$ cat src/rtl/apb_cmd_master_if.sv
// Command/response stream plus APB bus for apb_cmd_master.
// The master modport is the initiator's view; the slave modport is the host and APB target side.
interface apb_cmd_master_if;
  logic        cmd_valid;
  logic        cmd_ready;
  logic        cmd_write;
  logic [9:0]  cmd_addr;
  logic [31:0] cmd_wdata;

  logic        rsp_valid;
  logic        rsp_ready;
  logic [31:0] rsp_rdata;
  logic        rsp_err;
  logic        rsp_tout;

  logic        psel;
  logic        penable;
  logic        pwrite;
  logic [9:0]  paddr;
  logic [31:0] pwdata;
  logic [31:0] prdata;
  logic        pready;
  logic        pslverr;

  modport master (
    input  cmd_valid, cmd_write, cmd_addr, cmd_wdata, rsp_ready,
    input  prdata, pready, pslverr,
    output cmd_ready, rsp_valid, rsp_rdata, rsp_err, rsp_tout,
    output psel, penable, pwrite, paddr, pwdata
  );

  modport slave (
    output cmd_valid, cmd_write, cmd_addr, cmd_wdata, rsp_ready,
    output prdata, pready, pslverr,
    input  cmd_ready, rsp_valid, rsp_rdata, rsp_err, rsp_tout,
    input  psel, penable, pwrite, paddr, pwdata
  );
endinterface

$ cat src/rtl/apb_cmd_master.sv
// APB initiator: turns one host command into one APB transfer and returns one response.
// ACCESS is bounded by a wait-state timeout that aborts the transfer and flags it on the response.
module apb_cmd_master #(
  parameter int D       = 0,
  parameter int TIMEOUT = 256,
  parameter int TO_W    = 9
) (
  input  logic             pclk,
  input  logic             presetn,
  apb_cmd_master_if.master bus
);

  typedef enum logic [1:0] {
    IDLE   = 2'd0,
    SETUP  = 2'd1,
    ACCESS = 2'd2,
    RESP   = 2'd3
  } state_t;

  state_t            state_reg;
  logic [TO_W-1:0]   to_cnt_reg;
  logic              timeout_hit;

  // Reject parameter sets the counter cannot represent.
  generate
    if (D < 0 || TIMEOUT < 0 || (TIMEOUT > 0 && (TIMEOUT - 1) >= (1 << TO_W))) begin : g_bad_params
      $error("apb_cmd_master: TO_W too small for TIMEOUT, or negative D/TIMEOUT");
    end
  endgenerate

  generate
    if (TIMEOUT == 0) begin : g_no_timeout
      assign timeout_hit = 1'b0;
    end else begin : g_timeout
      assign timeout_hit = (to_cnt_reg == TO_W'(TIMEOUT - 1));
    end
  endgenerate

  always_ff @(posedge pclk or negedge presetn) begin
    if (!presetn) begin
      state_reg     <= IDLE;
      to_cnt_reg    <= '0;
      bus.cmd_ready <= 1'b0;
      bus.rsp_valid <= 1'b0;
      bus.rsp_rdata <= '0;
      bus.rsp_err   <= 1'b0;
      bus.rsp_tout  <= 1'b0;
      bus.psel      <= 1'b0;
      bus.penable   <= 1'b0;
      bus.pwrite    <= 1'b0;
      bus.paddr     <= '0;
      bus.pwdata    <= '0;
    end else begin
      case (state_reg)
        IDLE: begin
          // cmd_ready is a register: it rises one cycle after reset or a consumed response.
          if (bus.cmd_ready && bus.cmd_valid) begin
            bus.pwrite    <= bus.cmd_write;
            bus.paddr     <= bus.cmd_addr;
            bus.pwdata    <= bus.cmd_wdata;
            bus.psel      <= 1'b1;
            bus.cmd_ready <= 1'b0;
            state_reg     <= SETUP;
          end else begin
            bus.cmd_ready <= 1'b1;
          end
        end
        SETUP: begin
          bus.penable <= 1'b1;
          to_cnt_reg  <= '0;
          state_reg   <= ACCESS;
        end
        ACCESS: begin
          // A ready slave beats a timeout expiring on the same edge.
          if (bus.pready) begin
            bus.psel      <= 1'b0;
            bus.penable   <= 1'b0;
            bus.rsp_valid <= 1'b1;
            bus.rsp_rdata <= bus.pwrite ? 32'h0 : bus.prdata;
            bus.rsp_err   <= bus.pslverr;
            bus.rsp_tout  <= 1'b0;
            state_reg     <= RESP;
          end else if (timeout_hit) begin
            bus.psel      <= 1'b0;
            bus.penable   <= 1'b0;
            bus.rsp_valid <= 1'b1;
            bus.rsp_rdata <= 32'h0;
            bus.rsp_err   <= 1'b1;
            bus.rsp_tout  <= 1'b1;
            state_reg     <= RESP;
          end else begin
            to_cnt_reg <= to_cnt_reg + TO_W'(1);
          end
        end
        RESP: begin
          if (bus.rsp_ready) begin
            bus.rsp_valid <= 1'b0;
            bus.cmd_ready <= 1'b1;
            state_reg     <= IDLE;
          end
        end
        default: begin
          state_reg <= IDLE;
        end
      endcase
    end
  end

endmodule

$ cat src/flat_wrapper.sv
// flat-port wrapper written by rule: the top's interface ports become plain ports
module apb_cmd_master_flat 
#(
  parameter int D       = 0,
  parameter int TIMEOUT = 256,
  parameter int TO_W    = 9
)
  (pclk, presetn, bus_cmd_valid, bus_cmd_write, bus_cmd_addr, bus_cmd_wdata, bus_rsp_ready, bus_prdata, bus_pready, bus_pslverr, bus_cmd_ready, bus_rsp_valid, bus_rsp_rdata, bus_rsp_err, bus_rsp_tout, bus_psel, bus_penable, bus_pwrite, bus_paddr, bus_pwdata);
  apb_cmd_master_if bus_i ();
  input  logic pclk;
  input  logic presetn;
  input wire logic [$bits(bus_i.cmd_valid)-1:0] bus_cmd_valid;
  input wire logic [$bits(bus_i.cmd_write)-1:0] bus_cmd_write;
  input wire logic [$bits(bus_i.cmd_addr)-1:0] bus_cmd_addr;
  input wire logic [$bits(bus_i.cmd_wdata)-1:0] bus_cmd_wdata;
  input wire logic [$bits(bus_i.rsp_ready)-1:0] bus_rsp_ready;
  input wire logic [$bits(bus_i.prdata)-1:0] bus_prdata;
  input wire logic [$bits(bus_i.pready)-1:0] bus_pready;
  input wire logic [$bits(bus_i.pslverr)-1:0] bus_pslverr;
  output wire logic [$bits(bus_i.cmd_ready)-1:0] bus_cmd_ready;
  output wire logic [$bits(bus_i.rsp_valid)-1:0] bus_rsp_valid;
  output wire logic [$bits(bus_i.rsp_rdata)-1:0] bus_rsp_rdata;
  output wire logic [$bits(bus_i.rsp_err)-1:0] bus_rsp_err;
  output wire logic [$bits(bus_i.rsp_tout)-1:0] bus_rsp_tout;
  output wire logic [$bits(bus_i.psel)-1:0] bus_psel;
  output wire logic [$bits(bus_i.penable)-1:0] bus_penable;
  output wire logic [$bits(bus_i.pwrite)-1:0] bus_pwrite;
  output wire logic [$bits(bus_i.paddr)-1:0] bus_paddr;
  output wire logic [$bits(bus_i.pwdata)-1:0] bus_pwdata;
  assign bus_i.cmd_valid = bus_cmd_valid;
  assign bus_i.cmd_write = bus_cmd_write;
  assign bus_i.cmd_addr = bus_cmd_addr;
  assign bus_i.cmd_wdata = bus_cmd_wdata;
  assign bus_i.rsp_ready = bus_rsp_ready;
  assign bus_i.prdata = bus_prdata;
  assign bus_i.pready = bus_pready;
  assign bus_i.pslverr = bus_pslverr;
  assign bus_cmd_ready = bus_i.cmd_ready;
  assign bus_rsp_valid = bus_i.rsp_valid;
  assign bus_rsp_rdata = bus_i.rsp_rdata;
  assign bus_rsp_err = bus_i.rsp_err;
  assign bus_rsp_tout = bus_i.rsp_tout;
  assign bus_psel = bus_i.psel;
  assign bus_penable = bus_i.penable;
  assign bus_pwrite = bus_i.pwrite;
  assign bus_paddr = bus_i.paddr;
  assign bus_pwdata = bus_i.pwdata;
  apb_cmd_master #(.D(D), .TIMEOUT(TIMEOUT), .TO_W(TO_W)) u_core (.pclk(pclk), .presetn(presetn), .bus(bus_i));
endmodule
$ cat config.mk
export PLATFORM = sky130hd
export DESIGN_NAME = apb_cmd_master_flat
export DESIGN_NICKNAME = d
export VERILOG_FILES = /design/src/rtl/apb_cmd_master_if.sv /design/src/rtl/apb_cmd_master.sv /design/src/flat_wrapper.sv
export SDC_FILE = /design/constraint.sdc
export NUM_CORES = 1
export LEC_CHECK = 0
export ABC_AREA = 1
export CAP_MARGIN = 20
export CORE_UTILIZATION = 38
export DETAILED_ROUTE_END_ITERATION = 8
export GPL_ROUTABILITY_DRIVEN = 0
export PLACE_DENSITY = 0.76
export SYNTH_ARGS = -nofsm -noshare
export SYNTH_HDL_FRONTEND = slang
export SYNTH_SLANG_ARGS = --single-unit
$ cat constraint.sdc
create_clock -name pclk -period 1.6 [get_ports pclk]
set_input_delay 0.16 -clock pclk [delete_from_list [all_inputs] [get_ports pclk]]
set_output_delay 0.16 -clock pclk [all_outputs]
set_load 0.02 [all_outputs]
==> Word level (Yosys, flattened, before mapping) <==
Cells that the tools add are included.
{ "op_classes": {"add_sub_neg": 1, "eq_ne": 9, "muxes": 25, "n_reduce_logical": 15} }
{ "op_table": {"columns": ["op", "n"], "rows": [
  ["$mux 32", 3],
  ["$mux 9", 2],
  ["$pmux 9 s2", 1],
  ["$reduce_and 3->1", 4],
  ["$mux 1", 10],
  ["$reduce_bool 2->1", 5],
  ["$add 9x1->9 const B", 1],
  ["$eq 9x8->1 const B", 1],
  ["$mux 2", 4],
  ["$pmux 1 s2", 4],
  ["$pmux 2 s4", 1],
  ["$reduce_and 2->1", 4],
  ["$ne 2x2->1 const B", 3],
  ["$eq 2x2->1 const B", 2],
  ["$ne 3x2->1 const B", 1],
  ["$eq 2x1->1 const B", 1],
  ["$logic_not 2->1", 1],
  ["$ne 2x1->1 const B", 1],
  ["$logic_and 1x1->1", 1]
]} }
{ "word_totals": {"register_bits": 92, "input_bits": 81} }

==> Logic depth before layout (Yosys ltp) <==
Gate-level depths: netlist (run 1).
{ "depth": {"ltp_word": 4, "mapped_depth": 12} }

==> Worst setup path before layout (run 1) <==
OpenSTA, ideal clock, no wires.
{ "synth_timing": {"kind": "reg2reg", "start": "register u_core.to_cnt_reg[0]", "end": "register u_core.bus.rsp_rdata[10]", "setup_time_ns": 0.117, "t_arrival_ns": 1.600, "path_slack_ns": -0.117, "stages_incl_launch_ff": 12, "n_path_buf": 1, "path_cell_list": "dfrtp_1 > ha_1 > nand3_1 > nor2_1 > and3_1 > ha_1 > nand2_4 > nand2_4 > inv_2 > buf_2 > nand2_1 > nand2_1"} }
{ "synth_between": {"elab_chain_len": 3} }
{ "synth_rtl": {"columns": ["element", "line", "source"], "rows": [
  ["from (decl)", "apb_cmd_master.sv:21", "logic [TO_W-1:0] to_cnt_reg;"],
  ["from (signal assigned)", "apb_cmd_master.sv:92", "to_cnt_reg <= to_cnt_reg + TO_W'(1);"],
  ["$eq 9x8->1", "apb_cmd_master.sv:35", "assign timeout_hit = (to_cnt_reg == TO_W'(TIMEOUT - 1));"],
  ["$reduce_bool 2->1 (no source line)", null, null],
  ["$reduce_and 2->1 (no source line)", null, null],
  ["to (signal assigned)", "apb_cmd_master.sv:79", "bus.rsp_rdata <= bus.pwrite ? 32'h0 : bus.prdata;"],
  ["to (decl)", "apb_cmd_master_if.sv:28", "output cmd_ready, rsp_valid, rsp_rdata, rsp_err, rsp_tout,"]
]} }
Every way passes these cells.
A chain may end at the register's enable or synchronous reset.

==> Worst setup path in the final report (run 1) <==
{ "layout_timing": {"start": "register u_core.to_cnt_reg[1]", "end": "register u_core.bus.rsp_rdata[9]"} }
The elaborated chain is that of the path after synthesis.

==> results of run 1 <==
per-stage QoR:
| step | setup WS, ns | util [%] | cells | total power, mW | instance area [sq um] |
|---|---|---|---|---|---|
| 3_3_place_gp | -0.0602 | 58.3 | 725 | 9.02 | 5680 |
| 4_1_cts | -0.0993 | 61.8 | 745 | 11.1 | 6010 |
| 3_5_place_dp | -0.167 | 58.3 | 725 | 9.17 | 5680 |
| 6_report | -0.146 | 62.9 | 748 | 11.2 | 6120 |
| 5_1_grt | -0.244 | 62.9 | 748 | 11.9 | 6120 |
| 2_1_floorplan | -0.0541 | - | 433 | 6.60 | 3860 |
how the worst max path moves through the flow:
stage / startpoint / to / slack (ns) / depth (start not counted)
final: u_core.to_cnt_reg[1] / u_core.bus.rsp_rdata[9] / -0.15 / 11
after global routing: u_core.to_cnt_reg[1] / u_core.bus.rsp_rdata[9] / -0.24 / 11
after CTS: u_core.to_cnt_reg[1] / u_core.bus.rsp_rdata[2] / -0.1 / 11
after detailed placement: u_core.to_cnt_reg[1] / u_core.bus.psel / -0.17 / 10
after global placement: u_core.to_cnt_reg[1] / u_core.bus.psel / -0.06 / 10
after floorplan: u_core.to_cnt_reg[0] / u_core.bus.rsp_rdata[10] / -0.05 / 11
layout by cell type (no fill, tap or decap), drive strengths merged, types with 2 or more instances in the layout:
master	synthesis	layout
clkdlybuf4s50	0	160
clkbuf	0	11
nand2	225	225
inv	18	20
o22ai	2	2
buf	18	22
a21oi	3	3
dfrtp	92	92
bufinv	0	2
nand3	38	38
nor2	18	18
ha	5	5
o21ai	10	10
cell families after synthesis:
group | share of synthesized area (%)
AOI/OAI and AO/OA | 2.66
DFF | 60.4
and+or+nand+nor | 30.4
adders and majority gates | 1.64
buffers and inverters | 4.86
synth_stat cells:
master and count:
buf_6 4, nand3_4 1, o21bai_1 1, ha_1 5
a21oi_1 3, inv_1 13, nor2_4 1, nand2_2 2
nand3_1 37, nand2_4 3, o21a_1 1, inv_4 1
nor2_2 1, and3_1 1, o21ai_0 10, dfrtp_1 92
buf_2 14, o22a_1 1, o22ai_1 2, nor2_1 16
nand2_1 220, inv_2 4
cell type report:
class,count,area (sq um),area share (%)
clock inverters,5,85.1,1.39
repair inverters,1,6.26,0.102
repair buffers,184,1890,30.8
well taps,133,166,2.72
multi-input cells,305,1460,23.8
clock buffers,10,138,2.25
inverters,18,80.1,1.31
flip-flops and latches,92,2300,37.6
where the power goes:
part | total [mW] | switching (mW) | internal [mW]
Clock | 1.72 | 0.800 | 0.923
Sequential | 3.76 | 0.517 | 3.24
Combinational | 5.74 | 3.15 | 2.58
repair_timing:
item                                    4_1_cts  5_1_grt
hold buffers                                  1        0
buffers inserted                              2        1
cloned                                        2        2
resized for setup                            18       23
endpoints found under the setup margin       70       76
hold endpoints to repair                     92        0
pin swaps                                    11        6
routing by layer:
metal	vias up	routed length (um)
li1	1695	-
met1	1620	4100
met2	133	4920
met3	19	795
met4	0	184
met5	-	0
tightest hold or removal path, cell delays in order:
cell and delay (ns):
clkdlybuf4s50_1 0.39, nand2_1 0.06, nand2_1 0.05
==> impl_metrics.yaml, run 1 <==
status:
  outcome: "finished with violations"
  violations: "negative setup slack"
timing:
  setup-tns-final_ns: -4.24
  worst_slack_ns: -0.146
  period_share_pct: 109
  relSlewSlack_pct: 66.8
  fmax_ghz: 0.573
  finClkSkew_ns: 0.0123
  finalSetupViolCount: 47
  report.final.slew_viol_count: 0
  worst-slew-pin-transition_ns: 0.498
  grt_setup_unrepaired: "true"
  hold_violations: 0
  hold_ws_ns: 0.335
  layout_min_cycle_time_ns: 1.75
synthesis:
  avgSynthCellArea_sq_um: 8.80
  ys_seq_elements: 92
  syn-num-nets: 519
  synth_top_area_share_pct: 60.4
  yosys_warnings: 0
  synth.area.top_cells: "dfrtp_1 60%, nand2_1 22%, nand3_1 4.9%, buf_2 1.8%, ha_1 1.6%"
  synth.largest_area_cell: "dfrtp_1"
  synthCells: 433
  synth_seq_area_share_pct: 60.4
  synth_cell_types: 22
  syn_area_sq_um: 3810
worst_setup_path:
  path_max_fanout: 6
  crit_chain: "ha_2 > nand3_2 > nor2_4 > and3_4 > ha_4 > nand2_4 > nand2_8 > inv_6 > clkbuf_16 > nand2_1 > nand2_1"
  crit_path_end_kind: "register"
  crit_type: "reg -> reg"
  worstSetupStartpointType: "register"
  crit_family: "simple AND/OR/NAND/NOR gates"
  path_buf_inv: 2
  r2r-start: "u_core.to_cnt_reg[1]"
  cp.required_ns: 1.84
  crit_path_top_delay_cell: "dfrtp_1"
  reg2reg_depth: 11
  crit_path_max_incr_delay_ns: 0.36
  r2r_slack_ns: -0.15
  cpMostUsedCell: "nand2_1"
  r2r_end: "u_core.bus.rsp_rdata[9]"
  critPathArrivalTime_ns: 1.98
placed_design:
  dp_hpwl_mm: 6.73
  port_buffers: 161
clock_network:
  ctsHtreeMaxLevel: 3
  cts_sinks: 92
  ctsLongestPathBuffers: 2
  cts_tree: "yes"
  cts-root-buf: "clkbuf_8"
  clk_pin_slew_worst_paths_ns: 0.10
  clk_latency_ns: 0.35
  cts_buffers: 9
layout:
  top_regs: "u_core.bus.pwdata x32, u_core.bus.rsp_rdata x32, u_core.bus.paddr x10"
  area_growth_pct: 60.7
  final_nets: 697
  drive_gt1_share_pct: 13.0
  num_antenna_cells: 0
  fillers: 804
global_route:
  busiest_layer: "met2"
  use_met3_pct: 4.92
  grt_pass1_wl_mm: 15.2
  grt_start_max_net_pins: 93
  use_met1_pct: 22.4
  grt_use_met2_pct: 31.8
  grt_overflow: 0
  groute.usage.overall_pct: 18.7
  antenna_found_initial: 0
  grt_pass1_vias: 3387
floorplan:
  fp.dieW_um: 102
  dieHeight_um: 102
  ios: 162
  start_util_pct: 39.2
  rows: 36
  coreArea_sq_um: 9730
  die_area_sq_um: 10400
worst_hold_path:
  hp-class: "in -> reg"
  worstHoldStart: "bus_cmd_addr[0]"
  hold-path-endpoint: "u_core.bus.paddr[0]"
  hold_path_depth: 3
detailed_routing:
  post-route-drc-count: 0
  ant_nets: 0
  vias: 3467
  initialDrtViolationCount: 85
  vias_per_cell: 4.64
  first_pass_iters: 4
  wl_per_cell_um: 13.4
  wl_mm: 9.99
power:
  vdd.ir_drop.worst_mv: 1.21
  power.density_nw_per_um2: 1830
  p_leak_nw: 3.02
flow_run:
  drv_cap: 0
No activity file was read; power rests on OpenSTA's default activity.
==> run 2, diff against run 1 <==
- CORE_ASPECT_RATIO: default -> 1.25
- clock period: 1.6 -> 1.4 ns (I/O delays scaled with it)
==> run 2 against run 1 <==
The flow still finishes with violations (negative setup slack). Sequential power is 14% higher. Via count increased by 2.0%. Maximum frequency rose by 1.0%. Total power rose by 15%. Final area rose by 3.6%.
==> impl_metrics.yaml, run 2 (synthesis results as in run 1) <==
clock_network:
  clk_latency_ns: 0.34
  ctsLongestPathBuffers: 2
  clk_pin_slew_worst_paths_ns: 0.06
  ctsHtreeMaxLevel: 3
  cts_tree: "yes"
  cts-root-buf: "clkbuf_16"
  cts_buffers: 9
  cts_sinks: 92
layout:
  layoutNonFillerInstCount: 753
  seq_area_sq_um: 2300
  multiInputGateArea_sq_um: 1590
  final_cell_mix: "215 x nand2_1, 92 x dfrtp_1, 81 x dlygate4sd2_1, 79 x clkdlybuf4s50_1, 29 x nand3_2"
  area_growth_pct: 66.6
  fin_area_sq_um: 6350
  drive_gt1_share_pct: 17.7
  layout_commonest_cell: "nand2_1"
  num_antenna_cells: 0
  top_regs: "u_core.bus.pwdata x32, u_core.bus.rsp_rdata x32, u_core.bus.paddr x10"
  final_nets: 708
  fillers: 797
  fin_util_pct: 65.7
worst_setup_path:
  crit_path_max_incr_delay_ns: 0.37
  path_max_fanout: 3
  crit_family: "simple AND/OR/NAND/NOR gates"
  r2r_slack_ns: -0.33
  crit_path_end_kind: "register"
  cpMostUsedCell: "nor2_4"
  crit_chain: "ha_2 > nand3_4 > nor2_4 > and3_4 > ha_4 > buf_4 > nor2_4 > nand2_2 > nand2_4 > nor2_4 > o22ai_1"
  r2r_end: "u_core.state_reg[0]"
  crit_type: "reg -> reg"
  path_buf_inv: 1
  crit_path_top_delay_cell: "dfrtp_1"
  r2r-start: "u_core.to_cnt_reg[0]"
  worstSetupStartpointType: "register"
  critPathArrivalTime_ns: 1.94
  critPathLaunch: "u_core.to_cnt_reg[0]"
  reg2reg_depth: 11
  cp.required_ns: 1.61
status:
  outcome: "finished with violations"
  violations: "negative setup slack"
timing:
  hold_violations: 0
  finClkSkew_ns: 0.00610
  hold_ws_ns: 0.298
  layout_min_cycle_time_ns: 1.73
  period_share_pct: 123
  relSlewSlack_pct: 72.0
  worst_slack_ns: -0.328
  worst-slew-pin-transition_ns: 0.419
  fmax_ghz: 0.579
  grt_setup_unrepaired: "true"
  report.final.slew_viol_count: 0
  finalSetupViolCount: 48
floorplan:
  ios: 162
  fp.dieW_um: 91.6
  rows: 40
  start_util_pct: 39.4
  dieHeight_um: 114
  coreArea_sq_um: 9660
  die_area_sq_um: 10400
power:
  p_leak_nw: 3.35
  power.density_nw_per_um2: 2030
  vdd.ir_drop.worst_mv: 1.13
flow_run:
  drv_cap: 0
detailed_routing:
  vias: 3537
  vias_per_cell: 4.70
  wl_per_cell_um: 13.8
  initialDrtViolationCount: 177
  post-route-drc-count: 0
  ant_nets: 0
  wl_mm: 10.4
  first_pass_iters: 4
global_route:
  grt_start_max_net_pins: 34
  grt_use_met2_pct: 34.6
  grt_pass1_wl_mm: 16.1
  groute.usage.overall_pct: 19.6
  use_met1_pct: 22.6
  use_met3_pct: 5.73
  antenna_found_initial: 0
  grt_overflow: 0
  grt_pass1_vias: 3462
  busiest_layer: "met2"
placed_design:
  place_area_sq_um: 5760
  dpl.cell_count: 726
  dp_hpwl_mm: 7.15
  port_buffers: 161
worst_hold_path:
  hp-class: "in -> async"
[run 2: timing repair]
| item | CTS | global route |
|---|---|---|
| hold buffers | 1 | 0 |
| pin swaps | 13 | 23 |
| setup buffers | 2 | 5 |
| setup endpoints to repair | 167 | 84 |
| cloned | 2 | 1 |
| resized for setup | 97 | 46 |
| endpoints found under the hold margin | 26 | 0 |
[run 2: worst max-delay path by stage]
stage,cells past startpoint,end
2_1_floorplan,11,u_core.bus.rsp_rdata[10]
3_3_place_gp,9,u_core.bus.rsp_valid
3_5_place_dp,10,u_core.state_reg[0]
4_1_cts,12,u_core.to_cnt_reg[5]
5_1_grt,12,u_core.to_cnt_reg[5]
6_report,11,u_core.state_reg[0]
[run 2: power breakdown]
group | internal (mW) | switching (mW) | total (mW)
Clock | 1.57 | 0.957 | 2.52
Sequential | 3.71 | 0.556 | 4.27
Combinational | 2.44 | 3.67 | 6.10
Total | 7.71 | 5.18 | 12.9
[run 2: worst register-to-register path: stages, from the launching register on]
cell and delay [ns]:
dfrtp_1 0.37, ha_2 0.22, nand3_4 0.08, nor2_4 0.10, and3_4 0.19, ha_4 0.13
buf_4 0.11, nor2_4 0.04, nand2_2 0.11, nand2_4 0.07, nor2_4 0.10, o22ai_1 0.08
[run 2: cell type report]
| cell class | count | area share [%] |
|---|---|---|
| sequential | 92 | 36.3 |
| timing repair buffer | 195 | 29.9 |
| multi-input combinational | 305 | 25.0 |
| clock buffer | 12 | 3.73 |
| tap | 126 | 2.48 |
| inverter | 18 | 1.34 |
| clock inverter | 4 | 1.16 |
| timing repair inverter | 1 | 0.0986 |
[run 2: metal layers]
| metal | share of wire [%] | wire length, um |
|---|---|---|
| met4 | 1.6 | 164 |
| met5 | 0 | 0 |
| met2 | 53 | 5530 |
| met1 | 39 | 4010 |
| met3 | 6.7 | 699 |
[run 2: per-stage QoR]
| stage | TNS (ns) | setup slack [ns] | total power [mW] |
|---|---|---|---|
| after floorplan | -10.75 | -0.254 | 7.55 |
| after detailed placement | -15.65 | -0.375 | 10.6 |
| after global routing | -17.34 | -0.404 | 13.7 |
| after global placement | -13.13 | -0.315 | 10.4 |
| final | -13.57 | -0.328 | 12.9 |
| after CTS | -12.86 | -0.317 | 12.7 |
==> run 3, diff against run 2 <==
- CAP_MARGIN: 20 -> 10
- TNS_END_PERCENT: default -> 50
==> run 3 against run 2 <==
The run still ends with negative setup slack left. First-iteration DRC count decreased by 9.6%. Clock-buffer cell count up 1. Critical path depth is the same. Non-clock buffer count grew 4. Die area unchanged. Via count up 0.71%. Utilization down 0.31 points. Hold slack worse by 0.12 ns. Combinational power is 1% higher. Global-route usage rose by 0.93 points. Routed wire length hardly changed. Critical path type unchanged. Largest power group unchanged. Highest routed layer unchanged.
==> impl_metrics.yaml, run 3 (synthesis results as in run 1) <==
layout:
  top_regs: "u_core.bus.pwdata x32, u_core.bus.rsp_rdata x32, u_core.bus.paddr x10"
  layout_commonest_cell: "nand2_1"
  drive_gt1_share_pct: 17.5
  num_antenna_cells: 0
  final_nets: 712
  final_cell_mix: "194 x nand2_1, 92 x dfrtp_1, 81 x dlygate4sd2_1, 79 x clkdlybuf4s50_1, 33 x nand3_1"
  fillers: 795
  area_growth_pct: 65.8
  layoutNonFillerInstCount: 756
worst_setup_path:
  cp.required_ns: 1.62
  path_max_fanout: 5
  crit_path_end_kind: "register"
  crit_type: "reg -> reg"
  critPathArrivalTime_ns: 1.95
  worstSetupStartpointType: "register"
detailed_routing:
  vias_per_cell: 4.71
  vias: 3562
  wl_met2_mm: 5.31
  post-route-drc-count: 0
  initialDrtViolationCount: 160
  ant_nets: 0
  first_pass_iters: 4
  routedLengthMet1_mm: 4.06
  maxUsedRoutingLayer: "met4"
  wl_per_cell_um: 13.8
  wl_mm: 10.4
  met3_wirelength_um: 694
clock_network:
  clk_latency_ns: 0.33
  cts_tree: "yes"
  ctsLongestPathBuffers: 2
  ctsHtreeMaxLevel: 3
  clk_pin_slew_worst_paths_ns: 0.06
  cts_sinks: 92
  cts-root-buf: "clkbuf_16"
  cts_buffers: 9
floorplan:
  dieHeight_um: 114
  rows: 40
  coreArea_sq_um: 9660
  ios: 162
  start_util_pct: 39.4
  die_area_sq_um: 10400
  fp.dieW_um: 91.6
global_route:
  groute.usage.overall_pct: 20.5
  grt_overflow: 0
  grt_start_max_net_pins: 49
  grt_pass1_vias: 3561
  antenna_found_initial: 0
  grt_pass1_wl_mm: 16.7
timing:
  fmax_ghz: 0.578
  period_share_pct: 124
  layout_min_cycle_time_ns: 1.73
  finalSetupViolCount: 48
  grt_setup_unrepaired: "true"
  relSlewSlack_pct: 80.0
  report.final.slew_viol_count: 0
  finClkSkew_ns: 0.00561
  worst-slew-pin-transition_ns: 0.299
  worst_slack_ns: -0.330
  hold_violations: 0
  hold_ws_ns: 0.176
  setup-tns-final_ns: -14.21
placed_design:
  dp_hpwl_mm: 7.03
  port_buffers: 161
  dpl.cell_count: 728
status:
  violations: "negative setup slack"
  outcome: "finished with violations"
power:
  power.density_nw_per_um2: 2030
  vdd.ir_drop.worst_mv: 0.941
  p_leak_nw: 3.38
  p_total_mw: 12.8
worst_hold_path:
  hp-class: "in -> async"
flow_run:
  drv_cap: 0
==> run 3: cell type report <==
| cell class | instances | area (sq um) | area share, % |
|---|---|---|---|
| sequential | 92 | 2300 | 36.5 |
| timing repair buffer | 199 | 1960 | 31.1 |
| multi-input combinational | 305 | 1520 | 24.1 |
| clock buffer | 13 | 250 | 3.96 |
| tap | 126 | 158 | 2.50 |
| inverter | 18 | 80.1 | 1.27 |
| clock inverter | 2 | 35.0 | 0.555 |
| timing repair inverter | 1 | 6.26 | 0.0990 |
==> run 3: power by group <==
part           total (mW)  switching [mW]  leakage (nW)  internal, mW
clock                2.33           0.909         0.140          1.42
sequential           4.29           0.575          1.19          3.71
combinational        6.18            3.70          2.06          2.48
==> run 3: final timing paths <==
kind	end	slack [ns]	startpoint	cells past startpoint
worst max-delay path	u_core.to_cnt_reg[7]	-0.33	u_core.to_cnt_reg[1]	11
worst min-delay path	u_core.bus.pwdata[15]	0.18	presetn	2
worst max register to register	u_core.to_cnt_reg[7]	-0.33	u_core.to_cnt_reg[1]	11
worst min register to register	u_core.bus.pwdata[28]	0.46	u_core.bus.pwdata[28]	2
max in group asynchronous	u_core.bus.rsp_rdata[16]	0.74	presetn	3
min in group pclk	u_core.bus.pwdata[1]	0.34	bus_cmd_wdata[1]	3
==> run 3: critical path, stage by stage (launching register included) <==
cell and delay (ns):
dfrtp_1 0.39, ha_2 0.21, nand3_4 0.08, nor2_4 0.04
and3_4 0.15, ha_4 0.17, nand2_4 0.10, nand3_4 0.14
inv_6 0.12, nand3_2 0.08, nand2_1 0.08, nor2_1 0.04
==> run 3: stage by stage <==
stage	util [%]	area (sq um)	worst slack, ns
2_1_floorplan	-	3840	-0.254
5_1_grt	65.4	6320	-0.429
3_5_place_dp	59.5	5750	-0.365
6_report	65.4	6320	-0.330
4_1_cts	64.4	6220	-0.312
3_3_place_gp	59.5	5750	-0.261
==> run 3: metal layers <==
| layer | track usage (%) | vias to the layer above |
|---|---|---|
| met5 | 0 | - |
| met4 | 11.5 | 0 |
| met3 | 4.40 | 26 |
| met2 | 35.9 | 150 |
| met1 | 23.2 | 1648 |
| li1 | - | 1738 |
==> run 3: timing repair <==
| action | CTS | global route |
|---|---|---|
| hold buffers | 1 | 0 |
| cloned | 3 | 1 |
| pin swaps | 15 | 12 |
| setup buffers | 9 | 1 |
| endpoints found under the setup margin | 161 | 91 |
| gates resized for setup | 140 | 16 |
| hold endpoints to repair | 92 | 0 |
